## src/rtl/sap1_pkg.sv

```systemverilog
// sap1_pkg: SAP-1 states, opcodes, control-word bit indices and per-state control words
package sap1_pkg;
  typedef enum logic [2:0] {
    S_T1   = 3'd1,
    S_T2   = 3'd2,
    S_T3   = 3'd3,
    S_T4   = 3'd4,
    S_T5   = 3'd5,
    S_T6   = 3'd6,
    S_HALT = 3'd7
  } state_t;
  localparam logic [3:0] OP_LDA = 4'h0;
  localparam logic [3:0] OP_ADD = 4'h1;
  localparam logic [3:0] OP_SUB = 4'h2;
  localparam logic [3:0] OP_OUT = 4'hE;
  localparam logic [3:0] OP_HLT = 4'hF;
  localparam int CP_BIT   = 11;
  localparam int EP_BIT   = 10;
  localparam int LM_N_BIT = 9;
  localparam int CE_N_BIT = 8;
  localparam int LI_N_BIT = 7;
  localparam int EI_N_BIT = 6;
  localparam int LA_N_BIT = 5;
  localparam int EA_BIT   = 4;
  localparam int SU_BIT   = 3;
  localparam int EU_BIT   = 2;
  localparam int LB_N_BIT = 1;
  localparam int LO_N_BIT = 0;
  function automatic logic [11:0] cbit(input int i);
    return 12'(1) << i;
  endfunction
  localparam logic [11:0] CON_IDLE   = cbit(LM_N_BIT) | cbit(CE_N_BIT) | cbit(LI_N_BIT) | cbit(EI_N_BIT) |
                                       cbit(LA_N_BIT) | cbit(LB_N_BIT) | cbit(LO_N_BIT);
  localparam logic [11:0] CON_T1     = (CON_IDLE | cbit(EP_BIT)) & ~cbit(LM_N_BIT);
  localparam logic [11:0] CON_T2     = CON_IDLE | cbit(CP_BIT);
  localparam logic [11:0] CON_T3     = CON_IDLE & ~(cbit(CE_N_BIT) | cbit(LI_N_BIT));
  localparam logic [11:0] CON_T4_MEM = CON_IDLE & ~(cbit(EI_N_BIT) | cbit(LM_N_BIT));
  localparam logic [11:0] CON_T4_OUT = (CON_IDLE | cbit(EA_BIT)) & ~cbit(LO_N_BIT);
  localparam logic [11:0] CON_T5_LDA = CON_IDLE & ~(cbit(CE_N_BIT) | cbit(LA_N_BIT));
  localparam logic [11:0] CON_T5_ALU = CON_IDLE & ~(cbit(CE_N_BIT) | cbit(LB_N_BIT));
  localparam logic [11:0] CON_T6_ADD = (CON_IDLE | cbit(EU_BIT)) & ~cbit(LA_N_BIT);
  localparam logic [11:0] CON_T6_SUB = (CON_IDLE | cbit(EU_BIT) | cbit(SU_BIT)) & ~cbit(LA_N_BIT);
endpackage

```

## src/rtl/sap1_ring_counter.sv

```systemverilog
// sap1_ring_counter: T1-T6 ring with absorbing HALT; SAP1_VARCYCLE_EN ends OUT/NOP after T4 and LDA after T5
module sap1_ring_counter
  import sap1_pkg::*;
(
  input  logic       clk,
  input  logic       reset,
  input  logic [3:0] opcode,
  input  logic       halt_req,
  output state_t     state_q,
  output logic       hlt
);
  state_t state_d;
  logic   last;
`ifdef SAP1_VARCYCLE_EN
  assign last = state_q == S_T6 || (state_q == S_T5 && opcode == OP_LDA) ||
                (state_q == S_T4 && !(opcode inside {OP_LDA, OP_ADD, OP_SUB}));
`else
  logic unused_opcode;
  assign unused_opcode = ^opcode;
  assign last = state_q == S_T6;
`endif
  always_comb begin
    state_d = state_q == S_HALT || (state_q == S_T4 && halt_req) ? S_HALT :
              last ? S_T1 : state_t'(3'(state_q) + 3'd1);
  end
  always_ff @(posedge clk) begin
    state_q <= !reset ? S_T1 : state_d;
  end
  assign hlt = state_q == S_HALT;
endmodule

```

## src/rtl/sap1_controller.sv

```systemverilog
// sap1_controller: SAP-1 controller-sequencer decoding (T-state, opcode) into the control word; SAP1_VARCYCLE_EN shortens instructions
module sap1_controller
  import sap1_pkg::*;
(
  input  logic        clk,
  input  logic        reset,
  input  logic [3:0]  opcode,
  output logic [11:0] con,
  output logic        hlt,
  output logic [2:0]  tstate
);
  state_t state;
  logic   mem_op;
  sap1_ring_counter u_ring (
    .clk      (clk),
    .reset    (reset),
    .opcode   (opcode),
    .halt_req (opcode == OP_HLT),
    .state_q  (state),
    .hlt      (hlt)
  );
  assign tstate = state;
  assign mem_op = opcode inside {OP_LDA, OP_ADD, OP_SUB};
  always_comb begin
    con = state == S_T1 ? CON_T1 :
          state == S_T2 ? CON_T2 :
          state == S_T3 ? CON_T3 :
          state == S_T4 ? (mem_op ? CON_T4_MEM : opcode == OP_OUT ? CON_T4_OUT : CON_IDLE) :
          state == S_T5 ? (opcode == OP_LDA ? CON_T5_LDA :
                           opcode == OP_ADD || opcode == OP_SUB ? CON_T5_ALU : CON_IDLE) :
          state == S_T6 ? (opcode == OP_ADD ? CON_T6_ADD : opcode == OP_SUB ? CON_T6_SUB : CON_IDLE) :
          CON_IDLE;
  end
endmodule

```

## config.mk

```make
export PLATFORM = sky130hd
export DESIGN_NAME = sap1_controller
export DESIGN_NICKNAME = d
export VERILOG_FILES = /design/src/rtl/sap1_pkg.sv /design/src/rtl/sap1_ring_counter.sv /design/src/rtl/sap1_controller.sv
export SDC_FILE = /design/constraint.sdc
export NUM_CORES = 1
export LEC_CHECK = 0
export CAP_MARGIN = 0
export CELL_PAD_IN_SITES_DETAIL_PLACEMENT = 2
export CELL_PAD_IN_SITES_GLOBAL_PLACEMENT = 2
export CORE_UTILIZATION = 15
export CTS_BUF_LIST = sky130_fd_sc_hd__clkbuf_4
export CTS_CLUSTER_SIZE = 10
export DETAILED_ROUTE_END_ITERATION = 8
export PLACE_DENSITY = 0.8
export SLEW_MARGIN = 20
export SYNTH_ARGS = -nofsm -noshare
export SYNTH_HDL_FRONTEND = slang
export SYNTH_SLANG_ARGS = --single-unit
```

## constraint.sdc

```tcl
create_clock -name clk -period 2 [get_ports clk]
set_clock_uncertainty 0.2 [all_clocks]
set_input_delay 0.4 -clock clk [delete_from_list [all_inputs] [get_ports clk]]
set_output_delay 0.4 -clock clk [all_outputs]
set_load 0.05 [all_outputs]
```

== After elaboration in Yosys (flattened, before gate mapping) ==
Index checks and enable logic that the tools add are counted.

* $add $sub $neg: 1
* Equality and inequality tests: 11
* Muxes and demuxes: 14
* Bitwise operators: 1
* Reductions and logical operators: 6

{| class="wikitable"
|+ Operators by type and width
! cell !! number
|-
| two-way mux 10 bit || 3
|-
| two-way mux 9 bit || 3
|-
| two-way mux 12 bit || 2
|-
| two-way mux 6 bit || 3
|-
| == test 3 bit (second input constant) || 4
|-
| == test 4 bit (second input constant) || 2
|-
| == test 3 x 2 -> 1 bit (second input constant) || 2
|-
| two-way mux 3 bit || 2
|-
| two-way mux 5 bit || 1
|-
| == test 4 x 1 -> 1 bit (second input constant) || 1
|-
| == test 4 x 2 -> 1 bit (second input constant) || 1
|-
| zero test 4 bit || 1
|-
| adder 3 x 1 -> 3 bit (second input constant) || 1
|-
| == test 3 x 1 -> 1 bit (second input constant) || 1
|-
| nonzero test 3 bit || 1
|-
| OR reduction 3 bit || 1
|-
| logical OR 1 bit || 2
|-
| logical AND 1 bit || 1
|-
| NOT 1 bit || 1
|}

* Register bits after elaboration: 3
* Input bits: 6
* Output and inout port bits: 16

== Depth between registers and ports, before layout ==
Gate-level depths: netlist (run 1).

* Depth in word-level cells: 9
* Mapped depth: 4

== Hierarchy ==
A second synthesis (run 1) with hierarchy kept.

* Cells, all modules: 40
* Area, all modules: 292.8 sq um

{| class="wikitable"
|+ Modules (own cells, without submodules)
! module !! times used !! cells an instance !! area each (sq um)
|-
| sap1_controller || 1 || 26 || 160.2
|-
| sap1_ring_counter || 1 || 14 || 132.6
|}

== Least setup slack after synthesis (run 1) ==
Ideal clock, no wire load.

* Kind: register to output
* Start: register u_ring.state_q[0]
* End: output con[9]
* Arrival: 2.674 ns
* Setup slack: -1.274 ns
* Stages on the path, launching flop included: 4
* Path buffers: 1
* Path through: dfxtp_1 > buf_2 > nor3b_1 > a21oi_1

* Word-level cells in the longest chain between the ends: 5
* Elaborated cells on any way between the ends: 8
* Classes of those cells: 4 x eq/ne; 4 x mux

{| class="wikitable"
|+ RTL lines
! item !! line !! source
|-
| start, declared || sap1_ring_counter.sv:9 || <nowiki>output state_t state_q,</nowiki>
|-
| start signal, assigned || sap1_ring_counter.sv:27 || <nowiki>state_q <= !reset ? S_T1 : state_d;</nowiki>
|-
| == test 3 bit || sap1_controller.sv:28 || <nowiki>state == S_T4 ? (mem_op ? CON_T4_MEM : opcode == OP_OUT ? CON_T4_OUT : CON_IDLE) :</nowiki>
|-
| two-way mux 10 bit || sap1_controller.sv:28 ||
|-
| two-way mux 10 bit || sap1_controller.sv:27 || <nowiki>state == S_T3 ? CON_T3 :</nowiki>
|-
| two-way mux 12 bit || sap1_controller.sv:26 || <nowiki>state == S_T2 ? CON_T2 :</nowiki>
|-
| two-way mux 12 bit * || sap1_controller.sv:25 || <nowiki>con = state == S_T1 ? CON_T1 :</nowiki>
|-
| end, declared || sap1_controller.sv:8 || <nowiki>output logic [11:0] con,</nowiki>
|}

Every way passes the cells marked *; elsewhere a longest branch is shown, timed or not.

==> reports/metrics.csv, run 1 <==
stage,metric,value,unit
outcome,status,"complete, but fails checks",
outcome,failing checks,"DRC, setup timing",
logic_synthesis,Synth Instances,36,
sta,Final min period,2.04,ns
clocking,hold_buf cts,0,
layout,final non-filler cell area,837,sq um
global_routing,Congestion Overflow GR,0,
clocking,H-tree depth,1,
layout,area of the multi-input gates,330,sq um
logic_synthesis,Netlist Area Pre-Place,268,sq um
layout,layout cells sized above 1,84.5,%
setup_path,kind of cell adding the most delay to the critical path,simple AND/OR/NAND/NOR gates,
drt,Post-DRT Antenna Nets,0,
global_routing,largest net degree at the start of global routing,11,
worst_hold_path,hold_sp,u_ring.state_q[0],
place,dpl ws,-0.387,ns
drt,WL per Instance,13.7,um
logic_synthesis,Synthesis Warnings,0,
sta,Rel. slew slack,80.9,%
drt,vias per cell,4.19,
setup_path,WP data required,1.40,ns
global_routing,first-pass GRT wire length,2060,um
logic_synthesis,Post-Syn Area per Cell,7.44,sq um
global_routing,antenna violations before repair,0,
die,die area,1960,sq um
layout,"Core Util, Final",52.5,%
global_routing,GR Util All Layers,14.4,%
place,gp weighted congestion,0.638,
sta,max frequency,491,MHz
global_routing,vias in the first global route,399,
die,die height,44.3,um
drt,First DRT Iteration DRCs,3,
setup_path,critical path cell sequence,or3b_4 > buf_6 > o21bai_4 > buf_12,
sta,final hold violation count,0,
drt,drt drc,2,
setup_path,crit path DAT,1.44,ns
sta,Slew @ Worst Pin,0.285,ns
sta,Final Cycle Share,102,%
sta,RSZ-0062 raised after global routing,yes,
clocking,CTS Buffer Depth,2,
place,Port Buffers,21,
setup_path,"slowest stage delay, CP",0.40,ns
logic_synthesis,Netlist cell types,21,
setup_path,startpoint types,register,
setup_path,CP Buf/Inv Count,2,
clocking,clk sink count,3,
pwr,power density cells,622,nW/um^2
setup_path,Worst Path Max Fanout,4,
drt,DR vias,398,
setup_path,Slowest cell on crit path,or3b_4,
layout,area growth from synthesis to layout,213,%
die,I/O pin cnt,22,
layout,Fillers,153,
sta,setup slack after layout,-0.0378,ns
sta,pins over their slew limit,0,
clocking,clk_lat worst skew,0.23,ns
drt,DRT Wirelength,1310,um
worst_hold_path,worst hold path type,reg -> reg,
die,Die X,44.3,um
die,Starting Density,16.8,%
setup_path,crit end category,primary output,
setup_path,WS Path Type,reg -> out,
clocking,Worst-path clk slew,0.04,ns
pwr,Leak,0.368,nW
die,area of the core,1590,sq um
logic_synthesis,Synth Register Bits,3,
flow_run,max-cap violation count,0,
place,Post-DP Area,739,sq um
clocking,clock root buffer,clkbuf_4,
layout,Layout Nets,78,
place,Detailed Place HPWL,1000,um
die,FP Rows,14,
layout,register area,66.3,sq um
clocking,CTS tree,built,
clocking,total CTS buffers,3,
logic_synthesis,register area share after synthesis,22.4,%
pwr,VDD IR max,346,uV
logic_synthesis,Post-Syn Nets,42,
sta,final setup fails,5,
layout,diode count,0,
drt,drt pass-1 iters,5,
-- report_power, final --
group          internal [mW]  total, mW  switching [mW]
logic                  0.141      0.315           0.174
clock network         0.0882      0.118          0.0302
registers             0.0700     0.0877          0.0177
total                  0.299      0.521           0.221
-- metal layers --
metal  global-route usage [%]  vias to the layer above  wire length, um
met5                        0                        -                0
met1                     15.8                      188              525
met3                     1.22                        0               58
met4                        0                        0                0
li1                         -                      196                -
met2                     30.6                       14              721
-- cells in the mapped netlist --
library cell,n,area [sq um]
dfxtp_1,3,60.1
and2b_4,1,10.0
nand2b_1,2,12.5
nor2b_1,2,12.5
and3_1,1,6.26
or2_1,1,6.26
nand2_1,4,15.0
nor2_1,5,18.8
nand4_1,1,6.26
mux2i_1,1,10.0
and3_2,1,7.51
buf_2,1,5.00
a21oi_2,1,8.76
nor3_1,2,10.0
xnor2_1,2,17.5
o21bai_1,1,7.51
nand3b_1,1,7.51
a21boi_1,2,15.0
a21oi_1,1,5.00
or3b_4,1,11.3
nor3b_1,2,15.0
-- layout make-up --
cell class / count / area share, %
Clock buffer: 4 / 3.59
Multi-Input combinational cell: 32 / 39.5
Sequential cell: 3 / 7.92
Tap cell: 24 / 3.59
Timing Repair Buffer: 32 / 45.4
-- worst paths after layout --
path,endpoint,cells after the start,slack (ns)
setup / recovery,con[5],4,-0.04
hold / removal,u_ring.state_q[0],1,0.30
setup reg to reg,u_ring.state_q[1],5,0.71
hold reg to reg,u_ring.state_q[0],1,0.30
-- per-stage QoR --
step / total power [mW] / TNS [ns] / cells / hold slack, ns
2_1_floorplan: 0.255 / -0.105 / 36 / 0.285
3_3_place_gp: 0.370 / -2.53 / 89 / 0.278
3_5_place_dp: 0.378 / -2.89 / 89 / 0.294
4_1_cts: 0.517 / -0.135 / 93 / 0.303
5_1_grt: 0.545 / -0.458 / 95 / 0.333
6_report: 0.521 / -0.129 / 95 / 0.301
-- logic make-up (layout without fill, tap and decap cells) --
| family | after synthesis | in the layout | synth area share, % |
|---|---|---|---|
| AND/OR/NAND/NOR | 24 | 24 | 51.9 |
| XOR/XNOR | 2 | 2 | 6.54 |
| buffers and inverters | 1 | 36 | 1.87 |
| flip-flops | 3 | 3 | 22.4 |
| multiplexers | 1 | 1 | 3.74 |
| AO/OA/AOI/OAI | 5 | 5 | 13.5 |
-- placed cells by master, fill, tap and decap left out, types with 2 or more instances in the layout --
master and count:
buf_12 10, buf_2 2, buf_4 12, buf_6 5, clkbuf_4 4, dfxtp_2 2
nand2_2 4, nor2_1 2, nor2_2 2, nor3_4 2, nor3b_4 2
-- timing repair --
item / 4_1_cts / 5_1_grt
pin swaps: 4 / 1
setup buffers: 0 / 2
endpoints found under the setup margin: 9 / 8
gates resized for setup: 26 / 3
(Power assumes the default switching activity.)
==> inputs of run 2 (changes only) <==
--- a/config.mk
+++ b/config.mk
@@ -13,6 +13,7 @@
 export CTS_CLUSTER_SIZE = 10
 export DETAILED_ROUTE_END_ITERATION = 8
 export PLACE_DENSITY = 0.8
+export REMOVE_ABC_BUFFERS = 1
 export SLEW_MARGIN = 20
 export SYNTH_ARGS = -nofsm -noshare
 export SYNTH_HDL_FRONTEND = slang
==> run 2 against run 1 <==
Compared with the run above: the flow still finishes with violations (DRC, setup timing); sequential share of layout area increased by 0.40 points; cell count fell by 2.1%; hold slack improved by 0.13 ns; critical path type unchanged; largest power group unchanged.
==> reports/metrics.csv, run 2 (same netlist as run 1, synthesis figures left out) <==
stage,metric,value,unit,change
sta,final hold violation count,0,,unchanged
clocking,H-tree depth,1,,unchanged
sta,Final Cycle Share,100,%,-1.4 points
sta,Final min period,2.01,ns,-0.0288 ns
sta,final setup fails,2,,-3
pwr,Comb pwr share,60.2,%,-0.2 points
setup_path,WP data required,1.40,ns,about the same
outcome,status,"complete, but fails checks",,
global_routing,GR Util All Layers,15.0,%,+0.58 points
clocking,Setup Buffers After CTS,0,,unchanged
clocking,hold_buf cts,0,,unchanged
sta,Slew @ Worst Pin,0.338,ns,+0.0530 ns
layout,final instance count without filler cells,93,,-2.1%
pwr,Int Pwr,0.294,mW,-1.8%
place,Port Buffers,21,,unchanged
pwr,power density cells,674,nW/um^2,+8.3%
die,Starting Density,16.8,%,unchanged
flow_run,max-cap violation count,0,,unchanged
clocking,Worst-path clk slew,0.04,ns,about the same
pwr,Sw Share,41.9,%,-0.59 points
layout,Fillers,165,,+7.8%
drt,drt drc,3,,+1
setup_path,Worst Path Max Fanout,5,,+1
worst_hold_path,worst hold path type,reg -> reg,,
global_routing,largest net degree at the start of global routing,8,,-3
drt,vias per cell,4.24,,+1.1%
sta,RSZ-0062 raised after global routing,yes,,
place,placed cell count,89,,unchanged
pwr,NetSw,0.212,mW,-4.1%
pwr,clock power share,23.9,%,+1.2 points
sta,Rel. slew slack,77.4,%,-3.5 points
pwr,Leak,0.317,nW,-14%
sta,pins over their slew limit,0,,unchanged
layout,"Core Util, Final",47.2,%,-5.3 points
setup_path,WS Path Type,reg -> out,,
die,die area,1960,sq um,unchanged
die,FP Rows,14,,unchanged
global_routing,Congestion Overflow GR,0,,unchanged
die,Die X,44.3,um,unchanged
global_routing,first-pass GRT wire length,2150,um,+4.3%
setup_path,crit path DAT,1.41,ns,-0.03 ns
pwr,sequential fraction of design power,16.0,%,-0.8 points
layout,most frequent cells in the layout,"buf_12, buf_4, buf_6, clkbuf_4",,
global_routing,vias in the first global route,438,,+9.8%
clocking,total CTS buffers,3,,unchanged
pwr,VDD IR max,383,uV,+11%
outcome,failing checks,"DRC, setup timing",,
clocking,clk_lat worst skew,0.23,ns,about the same
sta,Fin Hold WS,0.427,ns,+0.126 ns
layout,area growth from synthesis to layout,181,%,
clocking,clock root buffer,clkbuf_4,,
drt,DRT Wirelength,1270,um,-2.5%
place,gp weighted congestion,0.745,,+17%
clocking,CTS Buffer Depth,2,,unchanged
drt,DR vias,394,,-1.0%
die,I/O pin cnt,22,,unchanged
die,area of the core,1590,sq um,unchanged
sta,setup slack after layout,-0.00898,ns,+0.0288 ns
drt,WL per Instance,13.7,um,-0.43%
global_routing,antenna violations before repair,0,,unchanged
layout,layout cells sized above 1,69.6,%,-15 points
layout,diode count,0,,unchanged
setup_path,crit end category,primary output,,
place,Detailed Place HPWL,899,um,-10%
sta,max frequency,498,MHz,+1.4%
drt,Post-DRT Antenna Nets,0,,unchanged
setup_path,startpoint types,register,,
clocking,CTS tree,built,,
layout,Layout Nets,76,,-2.6%
clocking,clk sink count,3,,unchanged
drt,drt pass-1 iters,5,,unchanged
setup_path,Reg2Reg Setup Slack,0.71,ns,about the same
drt,First DRT Iteration DRCs,3,,unchanged
pwr,Tot Pwr,0.506,mW,-2.7%
die,die height,44.3,um,unchanged
-- run 2: cell types whose count changed in the layout (fill, tap and decap cells not counted), moves of 2 or more --
cell      before  now
nor3_2         0    2
buf_4         12   10
nand2b_1       0    2
nand2_2        4    1
nand2_1        0    3
nor3_4         2    0
nor3b_4        2    0
-- run 2: path summary, 6_finish.rpt --
kind                                         from                 to  cells past startpoint
worst max-delay path                     register             con[3]                      4
worst min-delay path            u_ring.state_q[0]  u_ring.state_q[0]                      2
worst min register to register  u_ring.state_q[0]  u_ring.state_q[0]                      2
worst max register to register           register  u_ring.state_q[1]                      5
-- run 2: final cells by class --
type                    count  area (sq um)  area share, %
multi-input cells          32           259           34.4
repair buffers             30           370           49.3
clock buffers               4          30.0           3.99
well taps                  24          30.0           3.99
flip-flops and latches      3          62.6           8.32
-- run 2: routing by layer --
layer  vias up  share of wire (%)  global-route usage, %
met5         -                  0                      0
met4         0                  0                   3.64
met3         0                5.4                   4.49
met2        16                 56                   29.4
met1       188                 38                   15.1
li1        190                  -                      -
-- run 2: what timing repair did --
action / in CTS / in global routing
setup endpoints to repair: 9 / 10
resized for setup: 21 / 10
cloned: 0 / 0
pin swaps: 5 / 0
-- run 2: worst max-delay path, stage by stage (launching register included) --
cell and delay, ns:
dfxtp_2 0.32, or3b_4 0.42, nor3_2 0.17, buf_4 0.14, buf_12 0.12
-- run 2: through the flow --
| stage | setup TNS, ns | setup WS (ns) | cell area (sq um) |
|---|---|---|---|
| after CTS | -0.0729 | -0.0317 | 719 |
| after global routing | -0.348 | -0.0750 | 752 |
| after floorplan | -5.58 | -1.20 | 263 |
| after global placement | -2.14 | -0.343 | 656 |
| final | -0.0146 | -0.00898 | 752 |
| after detailed placement | -2.40 | -0.385 | 656 |
-- run 2: power by group through the flow --
stage | Sequential [mW] | Combinational [mW] | Clock, mW
2_1_floorplan | 0.109 | 0.114 | 0
3_3_place_gp | 0.0771 | 0.279 | 0
3_5_place_dp | 0.0776 | 0.284 | 0
4_1_cts | 0.0772 | 0.295 | 0.129
5_1_grt | 0.0826 | 0.319 | 0.135
6_report | 0.0808 | 0.305 | 0.121
==> inputs of run 3 (changes only) <==
--- a/config.mk
+++ b/config.mk
@@ -8,11 +8,14 @@
 export CAP_MARGIN = 0
 export CELL_PAD_IN_SITES_DETAIL_PLACEMENT = 2
 export CELL_PAD_IN_SITES_GLOBAL_PLACEMENT = 2
-export CORE_UTILIZATION = 15
+export CORE_AREA = 2 2 39 41
 export CTS_BUF_LIST = sky130_fd_sc_hd__clkbuf_4
 export CTS_CLUSTER_SIZE = 10
 export DETAILED_ROUTE_END_ITERATION = 8
-export PLACE_DENSITY = 0.8
+export DIE_AREA = 0 0 41 43
+export DONT_BUFFER_PORTS = 1
+export MAX_ROUTING_LAYER = met4
+export PLACE_DENSITY = 0.58
 export REMOVE_ABC_BUFFERS = 1
 export SLEW_MARGIN = 20
 export SYNTH_ARGS = -nofsm -noshare
==> run 3 against run 2 <==
Compared with the run above: the run ends with setup timing left; critical path depth down 1; largest power group unchanged; hold slack lost 0.38 ns; first-iteration DRC count decreased by 100%; flip-flop and latch count unchanged; die area fell by 10%; non-clock buffer count fell by 14; global-route usage is 2.0 points lower; clock power barely moved.
==> reports/metrics.csv, run 3 (same netlist as run 1, synthesis figures left out) <==
stage,metric,value,unit,change
place,Detailed Place HPWL,756,um,-16%
setup_path,critical path cell sequence,or3b_4 > nor3_2 > buf_6,,
layout,"Core Util, Final",37.4,%,-9.7 points
layout,layout cells sized above 1,60.0,%,-9.6 points
global_routing,Congestion Overflow GR,0,,unchanged
drt,DRT Wirelength,955,um,-25%
clocking,clock root buffer,clkbuf_4,,
global_routing,GR Util All Layers,12.9,%,-2.0 points
clocking,CTS tree,built,,
sta,Final Cycle Share,101,%,+0.31 points
sta,pins over their slew limit,0,,unchanged
clocking,Worst-path clk slew,0.04,ns,about the same
drt,drt pass-1 iters,1,,-4
die,area of the core,1380,sq um,-13%
pwr,power density cells,816,nW/um^2,+21%
worst_hold_path,hold depth,1,,-1
die,die height,43,um,-2.8%
sta,final hold violation count,0,,unchanged
place,Post-DP Area,420,sq um,-36%
drt,Post-DRT Antenna Nets,0,,unchanged
global_routing,vias in the first global route,371,,-15%
clocking,clk_lat worst skew,0.24,ns,about the same
setup_path,Worst R2R Start,u_ring.state_q[1],,
global_routing,first-pass GRT wire length,1480,um,-31%
sta,max frequency,496,MHz,-0.31%
setup_path,CP Buf/Inv Count,1,,-1
die,Starting Density,19.3,%,+2.6 points
sta,setup slack after layout,-0.0152,ns,-0.00625 ns
setup_path,kind of cell adding the most delay to the critical path,simple AND/OR/NAND/NOR gates,,
worst_hold_path,hold_sp,reset,,
drt,vias per cell,4.65,,+9.7%
setup_path,WP data required,1.40,ns,about the same
worst_hold_path,worst hold path type,in -> reg,,
setup_path,worst r2r dst,u_ring.state_q[0],,
clocking,H-tree depth,1,,unchanged
drt,WL per Instance,13.5,um,-1.7%
drt,drt drc,0,,-3
setup_path,crit end category,primary output,,
flow_run,max-cap violation count,0,,unchanged
layout,final non-filler cell area,518,sq um,-31%
clocking,Setup Buffers After CTS,0,,unchanged
clocking,clk sink count,3,,unchanged
clocking,total CTS buffers,3,,unchanged
setup_path,Slowest cell on crit path,or3b_4,,
die,Die X,41,um,-7.3%
setup_path,Worst Path Max Fanout,5,,unchanged
clocking,CTS Buffer Depth,2,,unchanged
pwr,VDD IR max,354,uV,-7.6%
layout,area growth from synthesis to layout,93.5,%,
die,die area,1760,sq um,-10%
die,FP Rows,14,,unchanged
setup_path,Reg2Reg Setup Slack,0.56,ns,-0.15 ns
setup_path,startpoint types,register,,
global_routing,largest net degree at the start of global routing,8,,unchanged
layout,diode count,0,,unchanged
place,Port Buffers,0,,-100%
setup_path,WS Path Type,reg -> out,,
pwr,Leak,0.215,nW,-32%
setup_path,"slowest stage delay, CP",0.43,ns,about the same
layout,Layout Nets,62,,-18%
sta,Rel. slew slack,77.9,%,+0.53 points
layout,"most common cell after layout, fill and taps aside",buf_4,,
global_routing,antenna violations before repair,0,,unchanged
sta,setup TNS,-0.0538,ns,-0.0392 ns
setup_path,crit path DAT,1.42,ns,about the same
layout,most frequent cells in the layout,"buf_4, buf_6, nor2_1, clkbuf_4, nand2_1",,
worst_hold_path,Worst Hold Path EP,u_ring.state_q[0],,
outcome,failing checks,setup timing,,
die,I/O pin cnt,22,,unchanged
outcome,status,"complete, but fails checks",,
drt,DR vias,330,,-16%
sta,RSZ-0062 raised after global routing,yes,,
sta,Slew @ Worst Pin,0.329,ns,-0.00955 ns
setup_path,reg2reg path depth,4,,-1
sta,Final min period,2.02,ns,+0.00625 ns
sta,final setup fails,4,,+2
drt,First DRT Iteration DRCs,0,,-3
place,gp weighted congestion,0.668,,-10%
run 3: cell types whose count changed in the layout (fill, tap and decap cells not counted), sizes merged:
cell	delta
clkdlybuf4s15	-1
clkdlybuf4s50	-1
dlygate4sd2	-1
buf	-11
run 3: metrics by stage:
| step | cells | hold slack [ns] | setup WS, ns | total power, mW |
|---|---|---|---|---|
| floorplan | 35 | 0.285 | -1.20 | 0.224 |
| global placement | 67 | 0.286 | 0.147 | 0.276 |
| detailed placement | 67 | 0.292 | 0.140 | 0.280 |
| CTS | 71 | 0.0401 | -0.0220 | 0.426 |
| global route | 71 | 0.0461 | -0.0650 | 0.444 |
| finish | 71 | 0.0465 | -0.0152 | 0.423 |
run 3: final cells by class:
class,count,area (sq um)
Fill cell,153,866
Multi-Input combinational cell,32,244
Timing Repair Buffer,16,163
Sequential cell,3,61.3
Clock buffer,4,30.0
Tap cell,16,20.0
run 3: worst reg2reg max path: stages (launching register included):
cell and delay [ns]:
dfxtp_1 0.42, buf_4 0.27, and3_1 0.18, buf_4 0.19, nand3b_1 0.12
run 3: how the worst max path moves through the flow:
stage,from,endpoint,slack [ns],cells past startpoint
2_1_floorplan,u_ring.state_q[0],con[9],-1.20,2
3_3_place_gp,opcode[3],con[9],0.15,4
3_5_place_dp,opcode[3],con[8],0.14,4
4_1_cts,register,con[6],-0.02,4
5_1_grt,register,con[6],-0.06,4
6_report,register,con[3],-0.02,3
run 3: per-layer routing:
| layer | up-vias | GRT usage (%) | part of all wire, % |
|---|---|---|---|
| li1 | 161 | - | - |
| met1 | 156 | 12.5 | 34 |
| met4 | 0 | 10.0 | 2.3 |
| met3 | 2 | 2.09 | 6.1 |
| met5 | - | - | 0 |
| met2 | 11 | 21.3 | 57 |
run 3: repair_timing:
action                     4_1_cts  5_1_grt
setup endpoints to repair        7        8
resized for setup               14        4
hold buffers                     0        0
run 3: where the power goes:
| part | switching [mW] | internal, mW | leakage (nW) |
|---|---|---|---|
| combinational | 0.143 | 0.0763 | 0.171 |
| sequential | 0.0103 | 0.0688 | 0.0254 |
| clock | 0.0356 | 0.0886 | 0.0184 |
